[config.mk]
export PLATFORM = sky130hd
export DESIGN_NAME = switch_debouncer
export DESIGN_NICKNAME = d
export VERILOG_FILES = /design/src/rtl/debounce_pkg.sv /design/src/rtl/debounce_channel.sv /design/src/rtl/switch_debouncer.sv
export SDC_FILE = /design/constraint.sdc
export NUM_CORES = 1
export LEC_CHECK = 0
export ABC_AREA = 1
export BUFFER_PORTS_ARGS = -buffer_cell sky130_fd_sc_hd__buf_4
export CORE_MARGIN = 2
export CORE_UTILIZATION = 60
export DETAILED_ROUTE_END_ITERATION = 7
export GPL_TIMING_DRIVEN = 0
export MAX_ROUTING_LAYER = met4
export PLACE_DENSITY = 0.85
export REMOVE_ABC_BUFFERS = 1
export SLEW_MARGIN = 20
export SYNTH_ARGS = -nofsm -noshare
export SYNTH_HDL_FRONTEND = slang
export SYNTH_SLANG_ARGS = --single-unit
[constraint.sdc]
create_clock -name clk -period 2.25 [get_ports clk]
set_clock_uncertainty 0.1 [all_clocks]
set_input_delay 0.225 -clock clk [delete_from_list [all_inputs] [get_ports clk]]
set_output_delay 0.225 -clock clk [all_outputs]
set_load 0.02 [all_outputs]
[src/rtl/debounce_pkg.sv]
// Shared definitions for the switch/button debouncer: FSM state encoding and
// qualification-length constants.
package debounce_pkg;

   typedef enum logic [1:0] {
      STABLE_LO = 2'd0,
      WAIT_HI   = 2'd1,
      STABLE_HI = 2'd2,
      WAIT_LO   = 2'd3
   } db_state_e;

   // 10 ms at 100 MHz
   localparam int CNT_MAX_DEFAULT = 1000000;
   localparam int CNT_MAX_SIM     = 4;

   // Counter width needed to hold 0 .. cnt_max-1.
   function automatic int cnt_width(input int cnt_max);
      return (cnt_max < 2) ? 1 : $clog2(cnt_max);
   endfunction

endpackage

[src/rtl/debounce_channel.sv]
// One debounce channel: two-flop synchroniser, stability counter and a
// four-state acceptance FSM producing a clean level plus rise/fall pulses.
//
// state     | meaning
// ----------+-------------------------------------------------------------
// STABLE_LO | db_out = 0, synchronised input agrees
// WAIT_HI   | input seen high, counting stable cycles before accepting 1
// STABLE_HI | db_out = 1, synchronised input agrees
// WAIT_LO   | input seen low, counting stable cycles before accepting 0
module debounce_channel
   import debounce_pkg::*;
#(
   parameter int CNT_MAX = CNT_MAX_DEFAULT
) (
   input  logic clk,
   input  logic rst,
   input  logic raw_in,
   output logic db_out,
   output logic rise,
   output logic fall
);

   localparam int CW = cnt_width(CNT_MAX);
   localparam logic [CW-1:0] CNT_LAST = CW'(CNT_MAX - 1);

   localparam logic [1:0] ST_STABLE_LO = 2'(STABLE_LO);
   localparam logic [1:0] ST_WAIT_HI   = 2'(WAIT_HI);
   localparam logic [1:0] ST_STABLE_HI = 2'(STABLE_HI);
   localparam logic [1:0] ST_WAIT_LO   = 2'(WAIT_LO);

   logic          sync1;
   logic          s;
   logic [1:0]    state;
   logic [CW-1:0] cnt;

   always_ff @(posedge clk) begin
      if (rst) begin
         sync1  <= 1'b0;
         s      <= 1'b0;
         state  <= ST_STABLE_LO;
         cnt    <= '0;
         db_out <= 1'b0;
         rise   <= 1'b0;
         fall   <= 1'b0;
      end else begin
         sync1 <= raw_in;
         s     <= sync1;
         rise  <= 1'b0;
         fall  <= 1'b0;
         case (state)
            ST_STABLE_LO: begin
               if (s) begin
                  state <= ST_WAIT_HI;
                  cnt   <= '0;
               end
            end
            ST_WAIT_HI: begin
               // a low sample here is a bounce: drop back and requalify later
               if (!s) begin
                  state <= ST_STABLE_LO;
               end else if (cnt == CNT_LAST) begin
                  state  <= ST_STABLE_HI;
                  db_out <= 1'b1;
                  rise   <= 1'b1;
               end else begin
                  cnt <= cnt + CW'(1);
               end
            end
            ST_STABLE_HI: begin
               if (!s) begin
                  state <= ST_WAIT_LO;
                  cnt   <= '0;
               end
            end
            ST_WAIT_LO: begin
               if (s) begin
                  state <= ST_STABLE_HI;
               end else if (cnt == CNT_LAST) begin
                  state  <= ST_STABLE_LO;
                  db_out <= 1'b0;
                  fall   <= 1'b1;
               end else begin
                  cnt <= cnt + CW'(1);
               end
            end
            default: begin
               state <= ST_STABLE_LO;
               cnt   <= '0;
            end
         endcase
      end
   end

endmodule

[src/rtl/switch_debouncer.sv]
// Debouncer for N_CH independent board switches/buttons; each bit gets its
// own synchroniser, counter and FSM with no shared state.
module switch_debouncer
   import debounce_pkg::*;
#(
   parameter int N_CH    = 2,
   parameter int CNT_MAX = CNT_MAX_DEFAULT
) (
   input  logic            clk,
   input  logic            rst,
   input  logic [N_CH-1:0] raw_in,
   output logic [N_CH-1:0] db_out,
   output logic [N_CH-1:0] rise,
   output logic [N_CH-1:0] fall
);

   for (genvar i = 0; i < N_CH; i++) begin : g_ch
      debounce_channel #(
         .CNT_MAX(CNT_MAX)
      ) u_ch (
         .clk    (clk),
         .rst    (rst),
         .raw_in (raw_in[i]),
         .db_out (db_out[i]),
         .rise   (rise[i]),
         .fall   (fall[i])
      );
   end

endmodule

==> metrics.yaml, run 1 <==
post_cts_resized: 0
ys_seq_elements: 54
cts.clk_slew.worst_paths_ns: 0.09
cp_top_family: "simple AND/OR/NAND/NOR gates"
p_int_w: 0.00130
num_vias: 3114
synth-edff-count: 0
dr.pass1.iters: 5
antenna_found_initial: 0
nets: 514
setup-violations-final: 0
worst_slack_ns: 0.141
h-tree-depth: 2
grt_overflow: 0
cp-startpoint: "g_ch[0].u_ch.state[0]$_SDFFE_PP0P_"
cp_num_buf_inv: 2
grt_pass1_wl_mm: 12.5
cts_num_sinks: 54
yosys-top-cells-count: "nand2_1 (159), nor2_1 (88), dfxtp_1 (54), inv_1 (49), nand3_1 (38)"
synth_flop_cell: "dfxtp_1"
drc_errors: 0
tightest_slew_ns: 0.551
postCtsSetupBuffers: 0
endpoint_kind: "register"
tritoncts: "yes"
clkLatencyLatePin_ns: 0.32
hold_path.startpoint: "raw_in[1]"
power_leakage_nw: 1.20
vdd_drop_max_uv: 290
power_density_mw_per_mm2: 511
row_count: 26
p_seq_frac: 0.577
maxSlewViolCount: 0
cts_hold_buf: 0
fin_crit_sh: 0.937
grt_pass1_vias: 2978
port_buffers: 9
outcome: "complete, no violations"
post-route-min-period_ns: 2.11
place.gp.congestion: 0.902
grt_usage: 0.265
antennaDiodeCount: 0
syn_inst: 512
required_ns: 2.36
drv_cap: 0
synth-seq-area-share: 0.344
sw_frac_of_total: 0.223
cts_made_buffers: 5
yosysMostFrequentCell: "nand2_1"
synth.area.top_cells: "dfxtp_1 (34%), nand2_1 (19%), nor2_1 (10%)"
synth_top_cell_area_share: 0.344
root_buffer: "clkbuf_8"
netlist_area_mm2: 0.00315
p_comb_frac: 0.033
hpwl_mm: 4.88
critPathKind: "reg -> reg"
crit_top_cell: "nand2_1"
pwr-share-clk: 0.390
rsz0062_at_grt: "no"
wl_per_cell_um: 12.2
dieArea_mm2: 0.00584
slowest_delay_ns: 0.61
ant_nets: 0
core_area_mm2: 0.00507
r2r-start: "g_ch[0].u_ch.state[0]$_SDFFE_PP0P_"
areaGrowthSynthToFinish_pct: 4.02
place_ws_ns: 0.194
relSlewSlack: 0.630
io_pins: 10
cp_slowest_cell: "dfxtp_1"
synth_cell_type_count: 28
p_switching_w: 0.000372
hp-class: "in -> reg"
tns_ns: 0
fp.dieW_um: 76.4
synth_area_per_cell_um2: 6.15
drtIter0Drc: 193
die_y_um: 76.4
initial_utilization: 0.620
drt-total-wl_mm: 7.04
cts_buffer_depth: 2
yosys.area.top_type: "dfxtp_1"
synthArstFlopShare: 0
ys_warn_count: 0
startpoint_type: "register"
crit_chain: "inv_2 > nor2_2 > nand2_1 > nor2_2 > nand3_4 > nand2_4 > inv_2 > nand2_1 > nand2_1 > nand2_1 > nor2_1"
drive_gt1_frac: 0.0786
clock.fmax_ghz: 0.474
crit_fanout: 22
hold_viol: 0
vias_per_cell: 5.38
fin_util: 0.645
worst_ep_arrival_time_ns: 2.22
grt_max_degree: 35
## path summary, 6_finish.rpt
check / endpoint / slack [ns] / cells after the start
worst max-delay path: g_ch[0].u_ch.cnt[15]$_SDFFE_PP0P_ / 0.14 / 11
worst min-delay path: g_ch[1].u_ch.sync1$_SDFF_PP0_ / 0.008 / 3
worst max register to register: g_ch[0].u_ch.cnt[15]$_SDFFE_PP0P_ / 0.14 / 11
worst min register to register: g_ch[0].u_ch.s$_SDFF_PP0_ / 0.31 / 2
## power groups by stage
stage | Clock, W | Combinational [W] | Sequential [W]
2_1_floorplan | 0 | 0.0000305 | 0.000986
3_3_place_gp | 0 | 0.0000537 | 0.000987
3_5_place_dp | 0 | 0.0000556 | 0.000988
4_1_cts | 0.000669 | 0.0000558 | 0.000965
5_1_grt | 0.000703 | 0.0000630 | 0.000967
6_report | 0.000653 | 0.0000552 | 0.000965
## metal layers
metal | track usage | vias up | share of wire
met3 | 0.0367 | 20 | 0.054
met5 | - | - | 0
met1 | 0.286 | 1409 | 0.41
li1 | - | 1596 | -
met2 | 0.466 | 89 | 0.50
met4 | 0.153 | 0 | 0.030
## state kept, by name, summed over array words and instances, names as in the netlist, named ones only
signal	count
g_ch.u_ch.cnt	40
g_ch.u_ch.db_out	2
g_ch.u_ch.fall	2
g_ch.u_ch.rise	2
g_ch.u_ch.s	2
g_ch.u_ch.state	2
g_ch.u_ch.sync1	2
## worst register-to-register path: stages (launching register included)
cell     delay [ns]
dfxtp_1        0.61
inv_2          0.14
nor2_2         0.12
nand2_1        0.07
nor2_2         0.13
nand3_4        0.13
nand2_4        0.25
inv_2          0.20
nand2_1        0.10
nand2_1        0.05
nand2_1        0.05
nor2_1         0.05
## layout make-up
type / count / area, µm²
tap: 70 / 87.6
inverter: 56 / 210
sequential: 54 / 1080
clock inverter: 3 / 40.0
clock buffer: 5 / 68.8
fill: 500 / 1800
multi-input combinational: 382 / 1720
timing repair buffer: 9 / 67.6
## stage by stage
stage	std cells	instance area, µm²	total power, W	hold WS [ns]
after global routing	579	3270	0.00173	0.0369
after global placement	571	3160	0.00104	0.288
after detailed placement	571	3160	0.00104	0.295
final	579	3270	0.00167	0.00811
after CTS	579	3270	0.00169	0.00335
after floorplan	492	3010	0.00102	0.194
## cell families (layout without fill, tap and decap cells)
family	Yosys count	count (layout)	synth area share
adders and majority gates	2	2	0.00795
and+or+nand+nor	327	327	0.445
DFF	54	54	0.344
AOI/OAI and AO/OA	48	48	0.0787
buffers and inverters	76	73	0.111
xor gates and xnor gates	5	5	0.0139
## layout by cell type (no fill, tap or decap), drive strengths merged
| master | instances |
|---|---|
| nand3b | 2 |
| o21ai | 12 |
| xor2 | 5 |
| clkinv | 5 |
| nand3 | 41 |
| clkbuf | 5 |
| nand4 | 15 |
| dfxtp | 54 |
| bufinv | 1 |
| buf | 9 |
| o21bai | 3 |
| inv | 53 |
| and2 | 1 |
| nor2 | 99 |
| nand2 | 163 |
| ha | 2 |
| a21oi | 33 |
| or2 | 2 |
| nor3 | 4 |
Note: power is estimated with default switching activity, not from simulation.
==> run 2, diff against run 1 <==
==> constraint.sdc (replaced) <==
create_clock -name clk -period 2.17 [get_ports clk]
set_clock_uncertainty 0.1 [all_clocks]
set_input_delay 0.217 -clock clk [delete_from_list [all_inputs] [get_ports clk]]
set_output_delay 0.217 -clock clk [all_outputs]
set_load 0.02 [all_outputs]
==> metrics.yaml, run 2 (synthesis results as in run 1) <==
r2r_slack_ns: 0.23
clkLatencyLatePin_ns: 0.32
r2r_end: "g_ch[0].u_ch.cnt[15]$_SDFFE_PP0P_"
slowest_delay_ns: 0.42
busiest_layer: "met2"
cts_buffer_depth: 2
hold_viol: 0
hpwl_mm: 4.88
final_cell_mix: "nand2_1 (159), nor2_1 (88), dfxtp_1 (53)"
fin_crit_sh: 0.896
met3_usage: 0.0367
met1_usage: 0.286
tightest_slew_ns: 0.548
initial_utilization: 0.620
place.gp.congestion: 0.902
grt_overflow: 0
root_buffer: "clkbuf_8"
maxSlewViolCount: 0
setup-violations-final: 0
required_ns: 2.28
power_leakage_nw: 1.21
cts_num_sinks: 54
cts.clk_slew.worst_paths_ns: 0.10
endpoint_kind: "register"
vias_per_cell: 5.40
r2r-start: "g_ch[0].u_ch.cnt[0]$_SDFFE_PP0P_"
tritoncts: "yes"
cp_slowest_cell: "dfxtp_1"
grt_usage: 0.266
drive_gt1_frac: 0.0802
power_density_mw_per_mm2: 528
largest_reg_flops: 40
crit_fanout: 22
met2_usage: 0.470
ant_nets: 0
antennaDiodeCount: 0
relSlewSlack: 0.632
rsz0062_at_grt: "no"
dieArea_mm2: 0.00584
areaGrowthSynthToFinish_pct: 4.97
startpoint_type: "register"
hold_path.startpoint: "rst"
fp.dieW_um: 76.4
dr.pass1.iters: 5
io_pins: 10
die_y_um: 76.4
holdWs_ns: 0.201
final_common_cell: "nand2_1"
clock.fmax_ghz: 0.515
drt-total-wl_mm: 7.04
outcome: "complete, no violations"
grt_max_degree: 35
crit_top_cell: "nand2_1"
worst_ep_arrival_time_ns: 2.06
row_count: 26
drtIter0Drc: 196
antenna_found_initial: 0
post-route-min-period_ns: 1.94
vdd_drop_max_uv: 307
drv_cap: 0
core_area_mm2: 0.00507
hold_end: "g_ch[0].u_ch.cnt[16]$_SDFFE_PP0P_"
drc_errors: 0
top_register: "g_ch.u_ch.cnt"
crit_chain: "ha_1 > nand3_2 > nor2_2 > nand3_4 > nand2_8 > inv_2 > nand2_1 > nand2_1 > nand2_1 > nor2_1"
hold_path_depth: 2
grt_pass1_vias: 2997
port_buffers: 9
p_total_w: 0.00174
nets: 516
ff2ff_path_depth: 10
cts_made_buffers: 5
critPathKind: "reg -> reg"
postCtsSetupBuffers: 0
hp-class: "in -> reg"
wl_per_cell_um: 12.1
num_vias: 3138
h-tree-depth: 2
grt_pass1_wl_mm: 12.6
tns_ns: 0
## run 2: per-layer routing
metal / up-vias / wire, µm
met2: 98 / 3520
met4: 0 / 221
li1: 1596 / -
met5: - / 0
met3: 22 / 354
met1: 1422 / 2940
## run 2: per-stage QoR
stage / area, µm² / utilization / setup WS [ns] / cells
after floorplan: 3010 / - / 0.483 / 492
after global placement: 3160 / 0.624 / 0.196 / 571
after detailed placement: 3160 / 0.624 / 0.114 / 571
after CTS: 3290 / 0.649 / 0.0900 / 581
after global routing: 3300 / 0.651 / 0.0417 / 581
final: 3300 / 0.651 / 0.227 / 581
## run 2: worst max-delay path, delay by kind of cell, from the launching register on
kind,cells,cell delay (ns)
and+or+nand+nor,8,0.91
DFF,1,0.42
adders and majority gates,1,0.24
buffers and inverters,1,0.16
## run 2: cell type report
type                       instances  area (µm²)
clock buffer                       5        68.8
clock inverter                     3        40.0
fill                             500        1770
inverter                          56         210
multi-input combinational        382        1730
sequential                        54        1080
tap                               70        87.6
timing repair buffer              11        87.6
## run 2: how the worst max path moves through the flow
stage / from / end / depth (start not counted)
floorplan: g_ch[0].u_ch.cnt[0]$_SDFFE_PP0P_ / g_ch[0].u_ch.cnt[15]$_SDFFE_PP0P_ / 10
global placement: g_ch[0].u_ch.state[0]$_SDFFE_PP0P_ / g_ch[0].u_ch.cnt[15]$_SDFFE_PP0P_ / 11
detailed placement: g_ch[0].u_ch.state[0]$_SDFFE_PP0P_ / g_ch[0].u_ch.cnt[15]$_SDFFE_PP0P_ / 11
CTS: g_ch[0].u_ch.state[0]$_SDFFE_PP0P_ / g_ch[0].u_ch.cnt[15]$_SDFFE_PP0P_ / 11
global route: g_ch[0].u_ch.cnt[0]$_SDFFE_PP0P_ / g_ch[0].u_ch.cnt[15]$_SDFFE_PP0P_ / 10
finish: g_ch[0].u_ch.cnt[0]$_SDFFE_PP0P_ / g_ch[0].u_ch.cnt[15]$_SDFFE_PP0P_ / 10
## run 2: power breakdown
part | switching, W | internal (W)
clock | 0.000341 | 0.000340
sequential | 0.00000529 | 0.000996
combinational | 0.0000455 | 0.0000161
## run 2: what timing repair did
| item | 4_1_cts | 5_1_grt |
|---|---|---|
| hold endpoints to repair | 2 | 0 |
| setup endpoints to repair | 0 | 7 |
| hold buffers | 2 | 0 |
| resized for setup | 0 | 2 |
